### config.mk
export PLATFORM = sky130hd
export DESIGN_NAME = hh_spike_event_streamer
export DESIGN_NICKNAME = d
export VERILOG_FILES = /design/src/rtl/hh_spike_event_streamer.sv
export SDC_FILE = /design/constraint.sdc
export NUM_CORES = 1
export LEC_CHECK = 0
export BUFFER_PORTS_ARGS = -buffer_cell sky130_fd_sc_hd__buf_4
export CORE_UTILIZATION = 50
export DETAILED_ROUTE_END_ITERATION = 10
export HOLD_SLACK_MARGIN = 0.12
export PLACE_DENSITY = 0.62
export SYNTH_ARGS = -nofsm -noshare
export SYNTH_HDL_FRONTEND = slang
export SYNTH_SLANG_ARGS = --single-unit
### constraint.sdc
create_clock -name clk -period 3.7 [get_ports clk]
set_input_delay 0.925 -clock clk [delete_from_list [all_inputs] [get_ports clk]]
set_output_delay 0.925 -clock clk [all_outputs]
set_load 0.05 [all_outputs]
### src/rtl/hh_spike_event_streamer.sv
// hh_spike_event_streamer
// Timestamps rising edges of the two neuron spike flags, queues them as
// 16-bit event words ({neuron_id, timestamp[14:0]}) in a small FIFO, and
// streams each word out as two bytes (high byte first) over a valid/ready
// byte interface.
module hh_spike_event_streamer #(
   parameter int FIFO_DEPTH = 8,   // power of two, >= 2
   parameter int PRESCALE   = 1    // enabled cycles per timestamp tick, >= 1
) (
   input  logic                          clk,
   input  logic                          rst_n,
   input  logic                          ena,
   input  logic                          spike1_i,
   input  logic                          spike2_i,
   input  logic                          clear_i,
   output logic [7:0]                    out_data,
   output logic                          out_valid,
   input  logic                          out_ready,
   output logic                          overflow,
   output logic [$clog2(FIFO_DEPTH):0]   fifo_level
);

   localparam int AW = $clog2(FIFO_DEPTH);
   localparam int LW = AW + 1;
   localparam int PW = (PRESCALE > 1) ? $clog2(PRESCALE) : 1;
   localparam logic [LW-1:0] DEPTH_L = LW'(FIFO_DEPTH);
   localparam logic [PW-1:0] PS_LAST = PW'(PRESCALE - 1);

   typedef enum logic [1:0] {
      IDLE    = 2'd0,
      SEND_HI = 2'd1,
      SEND_LO = 2'd2
   } state_t;

   // Timestamp and history state
   logic [14:0]    r_ts;
   logic [PW-1:0]  r_ps;
   logic           r_spike1_q;
   logic           r_spike2_q;

   // Event FIFO state
   logic [15:0]    r_mem [FIFO_DEPTH];
   logic [AW-1:0]  r_wptr;
   logic [AW-1:0]  r_rptr;
   logic [LW-1:0]  r_level;
   logic           r_overflow;

   // Output side state
   state_t         r_state;
   logic [15:0]    r_word;
   logic [7:0]     r_out_data;
   logic           r_out_valid;

   // Combinational signals
   logic           w_edge1;
   logic           w_edge2;
   logic [LW-1:0]  w_free;
   logic           w_wr1;
   logic           w_wr2;
   logic           w_drop;
   logic [AW-1:0]  w_waddr2;
   logic [LW-1:0]  w_nwr;
   logic           w_nonempty;
   logic [15:0]    w_head;
   logic           w_pop;
   state_t         w_state_nxt;
   logic [15:0]    w_word_nxt;
   logic [7:0]     w_data_nxt;
   logic           w_valid_nxt;

   // Prescaled 15-bit timestamp; frozen while ena is low, zeroed by clear
   // NOTE: clocked state uses <= so every register samples pre-edge values.
   always_ff @(posedge clk or negedge rst_n) begin
      if (!rst_n) begin
         r_ts <= '0;
         r_ps <= '0;
      end else if (clear_i) begin
         r_ts <= '0;
         r_ps <= '0;
      end else if (ena) begin
         if (r_ps == PS_LAST) begin
            r_ps <= '0;
            r_ts <= r_ts + 15'd1;
         end else begin
            r_ps <= r_ps + PW'(1);
         end
      end
   end

   // Spike history follows the inputs every cycle, independent of ena
   always_ff @(posedge clk or negedge rst_n) begin
      if (!rst_n) begin
         r_spike1_q <= 1'b0;
         r_spike2_q <= 1'b0;
      end else begin
         r_spike1_q <= spike1_i;
         r_spike2_q <= spike2_i;
      end
   end

   // Edge detection and admission: space comes from the start-of-cycle
   // level only, N1 takes the first free slot, N2 is dropped first
   assign w_edge1  = ena & ~clear_i & spike1_i & ~r_spike1_q;
   assign w_edge2  = ena & ~clear_i & spike2_i & ~r_spike2_q;
   assign w_free   = DEPTH_L - r_level;
   assign w_wr1    = w_edge1 & (w_free != '0);
   assign w_wr2    = w_edge2 & (w_edge1 ? (w_free >= LW'(2)) : (w_free != '0));
   assign w_drop   = (w_edge1 & ~w_wr1) | (w_edge2 & ~w_wr2);
   assign w_waddr2 = w_wr1 ? (r_wptr + AW'(1)) : r_wptr;
   assign w_nwr    = LW'(w_wr1) + LW'(w_wr2);

   assign w_nonempty = (r_level != '0);
   assign w_head     = r_mem[r_rptr];

   // Event storage
   // NOTE: the data array has no reset; pointers and level define validity.
   always_ff @(posedge clk) begin
      if (w_wr1) r_mem[r_wptr]   <= {1'b0, r_ts};
      if (w_wr2) r_mem[w_waddr2] <= {1'b1, r_ts};
   end

   // FIFO pointers, level and sticky overflow flag
   always_ff @(posedge clk or negedge rst_n) begin
      if (!rst_n) begin
         r_wptr     <= '0;
         r_rptr     <= '0;
         r_level    <= '0;
         r_overflow <= 1'b0;
      end else if (clear_i) begin
         r_wptr     <= '0;
         r_rptr     <= '0;
         r_level    <= '0;
         r_overflow <= 1'b0;
      end else begin
         r_wptr  <= r_wptr + AW'(w_wr1) + AW'(w_wr2);
         r_rptr  <= r_rptr + AW'(w_pop);
         r_level <= r_level + w_nwr - LW'(w_pop);
         if (w_drop) r_overflow <= 1'b1;
      end
   end

   // Output FSM state and registered byte interface
   always_ff @(posedge clk or negedge rst_n) begin
      if (!rst_n) begin
         r_state     <= IDLE;
         r_word      <= '0;
         r_out_data  <= '0;
         r_out_valid <= 1'b0;
      end else begin
         r_state     <= w_state_nxt;
         r_word      <= w_word_nxt;
         r_out_data  <= w_data_nxt;
         r_out_valid <= w_valid_nxt;
      end
   end

   // Output FSM next state: pop into the holding word, send high then low
   // byte, and chain directly into the next entry when one is waiting
   // NOTE: every output gets a default first so no latch is inferred.
   always_comb begin
      w_state_nxt = r_state;
      w_word_nxt  = r_word;
      w_data_nxt  = r_out_data;
      w_valid_nxt = r_out_valid;
      w_pop       = 1'b0;
      case (r_state)
         IDLE: begin
            if (w_nonempty) begin
               w_pop       = 1'b1;
               w_word_nxt  = w_head;
               w_data_nxt  = w_head[15:8];
               w_valid_nxt = 1'b1;
               w_state_nxt = SEND_HI;
            end
         end
         SEND_HI: begin
            if (r_out_valid && out_ready) begin
               w_data_nxt  = r_word[7:0];
               w_state_nxt = SEND_LO;
            end
         end
         SEND_LO: begin
            if (r_out_valid && out_ready) begin
               if (w_nonempty) begin
                  w_pop       = 1'b1;
                  w_word_nxt  = w_head;
                  w_data_nxt  = w_head[15:8];
                  w_state_nxt = SEND_HI;
               end else begin
                  w_valid_nxt = 1'b0;
                  w_state_nxt = IDLE;
               end
            end
         end
         default: begin
            w_valid_nxt = 1'b0;
            w_state_nxt = IDLE;
         end
      endcase
      if (clear_i) begin
         w_pop       = 1'b0;
         w_data_nxt  = '0;
         w_valid_nxt = 1'b0;
         w_state_nxt = IDLE;
      end
   end

   assign out_data   = r_out_data;
   assign out_valid  = r_out_valid;
   assign overflow   = r_overflow;
   assign fifo_level = r_level;

endmodule

==> impl_results.md <==
- Pwr/cell area: 593 mW/mm^2
- First-pass GRT wire length: approximately 32000 um
- Gr ovfl total: 0
- Sequential area share after synthesis: approximately 57%
- Dpl hpwl: around 14000 um
- Layout cells sized above 1: 20.4%
- Synth cell count leaders: 120 x edfxtp_1, 58 x a21boi_0, 47 x dfrtp_1
- Synth Flop Type: edfxtp_1
- CTS clock-pin slew for the worst setup and hold paths: about 0.070 ns
- Initial core utilization: between 50% and 60%
- Final worst-path cycle share: 86.9%
- CTS max path bufs: 2
- Postcts setup bufs: 0
- Status: completed
- Slew Limit Fails: 0
- Top sig layer: met4
- Total core area: 0.0167 mm^2
- Clk_lat worst skew: between 0.4 and 0.5 ns
- F_max: around 0.31 GHz
- Top-count cell post-synth: edfxtp_1
- WP data required: between 3 and 4 ns
- Max-cap violation count: 0
- H-tree Lvls: 4
- Most used cell, CP: a21oi_1
- CP cell instances: inv_1, ha_1, xor2_2, nand2_1, o221ai_1, a21oi_1, o22ai_2, buf_4, a21oi_1
- Clock root buffer: clkbuf_16
- Initial DRC count: 356
- Top cell type's share of synthesized area: roughly two fifths
- DR WL met2: between 10000 and 15000 um
- Pwr Total: 0.00572 W
- Initial antenna violation count: 0
- Crit Path Class: flip-flop to flip-flop
- Crit path time final: 3.22 ns
- Worst path max stage delay: about 0.52 ns
- Synth area leader: edfxtp_1
- Layout fillers: around 1.4k
- Setup violators final: 0
- TritonCTS clock tree: built
- Die width: 133 um
- Max VDD drop: ~380 uV
- Vias per inst: roughly 6
- DRT Pass-1 Iters: 5
- Cts bufs inserted: 17
- Setup TNS: 0 ns
- # diodes: 0
- Vias in the first global route: 5556
- Syn_nets: about 680
- Number of synthesized flops with an enable pin: 120
- Syn Inst Count: between 600 and 700
- IO buf count: 20
- Slew at the pin closest to its max-slew limit: 1.13 ns
- Io pins: 21
- Area of the die: around 0.018 mm^2
- Antenna Nets Post-Route: 0
- Area grow syn2layout: 12.0%
- Residual DRC: 0
- Drt wl/cell: between 20 and 25 um
- DRT Wirelength: around 21000 um
- GRT Overall Usage: between 20% and 30%
- Die Y: about 130 um
- Top cells by area, synth: edfxtp_1 42%, dfrtp_1 14%, mux4_2 8.4%
- Area used by multi-input combinational logic: ~0.0034 mm^2
- Worst EP arrival: ~3.4 ns
- RSZ-0062 raised after global routing: false
- Sink Count: between 150 and 200
- Slew headroom: 24.6%
- #FFs+latches synth: roughly 180
- Final hold violations: 0
- Yosys cell types: between 50 and 60
- Post-CTS Resized: 0
- Critical path's slowest cell: o22ai_2
- Sequential cell area: between 0.004 and 0.005 mm^2
- Leakage dissipation: approximately 3.4 nW
- CP endpoint kind: flip-flop
- Asr flop ratio synth: approximately 27%
- Startpoint Class: flip-flop
- Register-to-register path setup slack: 0.48 ns
- Cell area after synthesis: 0.00862 mm^2
- Largest net degree at the start of global routing: 48
- Worst-path fanout max: 10
- Syn Area/Cell: 13.3 um^2
- Vias: about 5.5k
- Final GP Congestion: approximately 0.95
- # rows: 47
- Ys Warns: 0
- Layout net count: approximately 700
- HP Class: flip-flop to flip-flop
- Setup Skew: approximately 0.0079 ns
- Post-cts hold buffer count: 0
- WL met1: 8590 um
- Met3 WL post-DR: between 1000 and 1500 um
## placed cells by master (no fill, tap or decap), types with 3 or more instances in the layout
master / instances
a22o_1: 8
xor2_1: 6
inv_1: 12
a21boi_1: 43
or3_1: 4
clkinv_2: 4
a21boi_2: 5
nand2_1: 44
a31oi_1: 3
o22ai_2: 8
dfxtp_1: 8
mux2i_1: 17
xnor2_1: 9
mux4_2: 32
nand4_1: 8
ha_1: 18
clkbuf_1: 3
dfrtp_1: 46
or4_1: 4
fa_1: 3
o21ai_0: 15
edfxtp_1: 120
a21boi_0: 58
nand3_1: 6
nor2b_1: 6
buf_4: 52
nor3_1: 6
clkbuf_16: 17
a21oi_1: 37
nor2_1: 35
## registers in the layout (all words and copies together), names as in the netlist
register and flops:
fifo_level 4, out_data 8, out_valid 1, overflow 1, r_mem 128, r_rptr 3
r_spike1_q 1, r_spike2_q 1, r_state 2, r_ts 15, r_word 8, r_wptr 3
## layer usage
layer | global-route usage [%] | vias up
met1 | 32.1 | 2818
met4 | 9.79 | 0
met2 | 40.1 | 193
li1 | - | 2492
met5 | 0 | -
met3 | 5.06 | 33
## where the power goes
| group | total [W] | switching [W] | internal [W] | leakage [nW] |
|---|---|---|---|---|
| registers | 0.00239 | 0.000161 | 0.00223 | 1.78 |
| logic | 0.00157 | 0.000947 | 0.000625 | 1.29 |
| clock network | 0.00176 | 0.000735 | 0.00103 | 0.284 |
| total | 0.00572 | 0.00184 | 0.00388 | 3.35 |
## worst max-delay path, delay by kind of cell, from the launching register on
family          cells  cell delay [ns]
compound gates      4             1.04
xor+xnor            1             0.46
fa+ha+maj           1             0.31
buf+inv             2             0.45
flops               1             0.45
simple gates        1             0.24
## per-stage QoR
step                      worst slack, ns  hold WS [ns]  cells  util, %  area [um^2]
after floorplan                     0.486         0.417    648        -         8620
after CTS                           0.560         0.443    902     57.8         9660
after global routing                0.306         0.462    902     57.8         9660
after detailed placement            0.415         0.433    870     54.4         9080
after global placement              0.439         0.428    870     54.4         9080
final                               0.484         0.443    902     57.8         9660
## cell type report
class / instances / share of cell area (%)
multi-input cells: 407 / 35.2
well taps: 220 / 2.85
clock buffers: 22 / 4.81
inverters: 15 / 0.583
clock inverters: 10 / 1.18
flip-flops and latches: 175 / 51.2
repair buffers: 53 / 4.25
## cells by family after synthesis
logic type	count (synthesis)	synth area share, %
AO/OA/AOI/OAI	194	16.4
flip-flops	175	57.3
AND/OR/NAND/NOR	126	7.52
buffers and inverters	66	3.31
multiplexers	49	10.3
adder cells (fa/ha/maj)	21	3.31
XOR/XNOR	17	1.90
## final timing paths
| path | startpoint | to | depth (start not counted) |
|---|---|---|---|
| max in group asynchronous | rst_n | r_rptr[0]$_DFF_PN0_ | 1 |
| max | fifo_level[1]$_DFF_PN0_ | r_mem[7][13]$_DFFE_PP_ | 9 |
| min reg2reg | r_mem[2][15]$_SDFFE_PP1P_ | r_mem[2][15]$_SDFFE_PP1P_ | 2 |
| max reg2reg | fifo_level[1]$_DFF_PN0_ | r_mem[7][13]$_DFFE_PP_ | 9 |
| min in group asynchronous | rst_n | r_state[1]$_DFFE_PN0P_ | 1 |
| min | r_mem[2][15]$_SDFFE_PP1P_ | r_mem[2][15]$_SDFFE_PP1P_ | 2 |
Power figures use the tool's default switching activity.
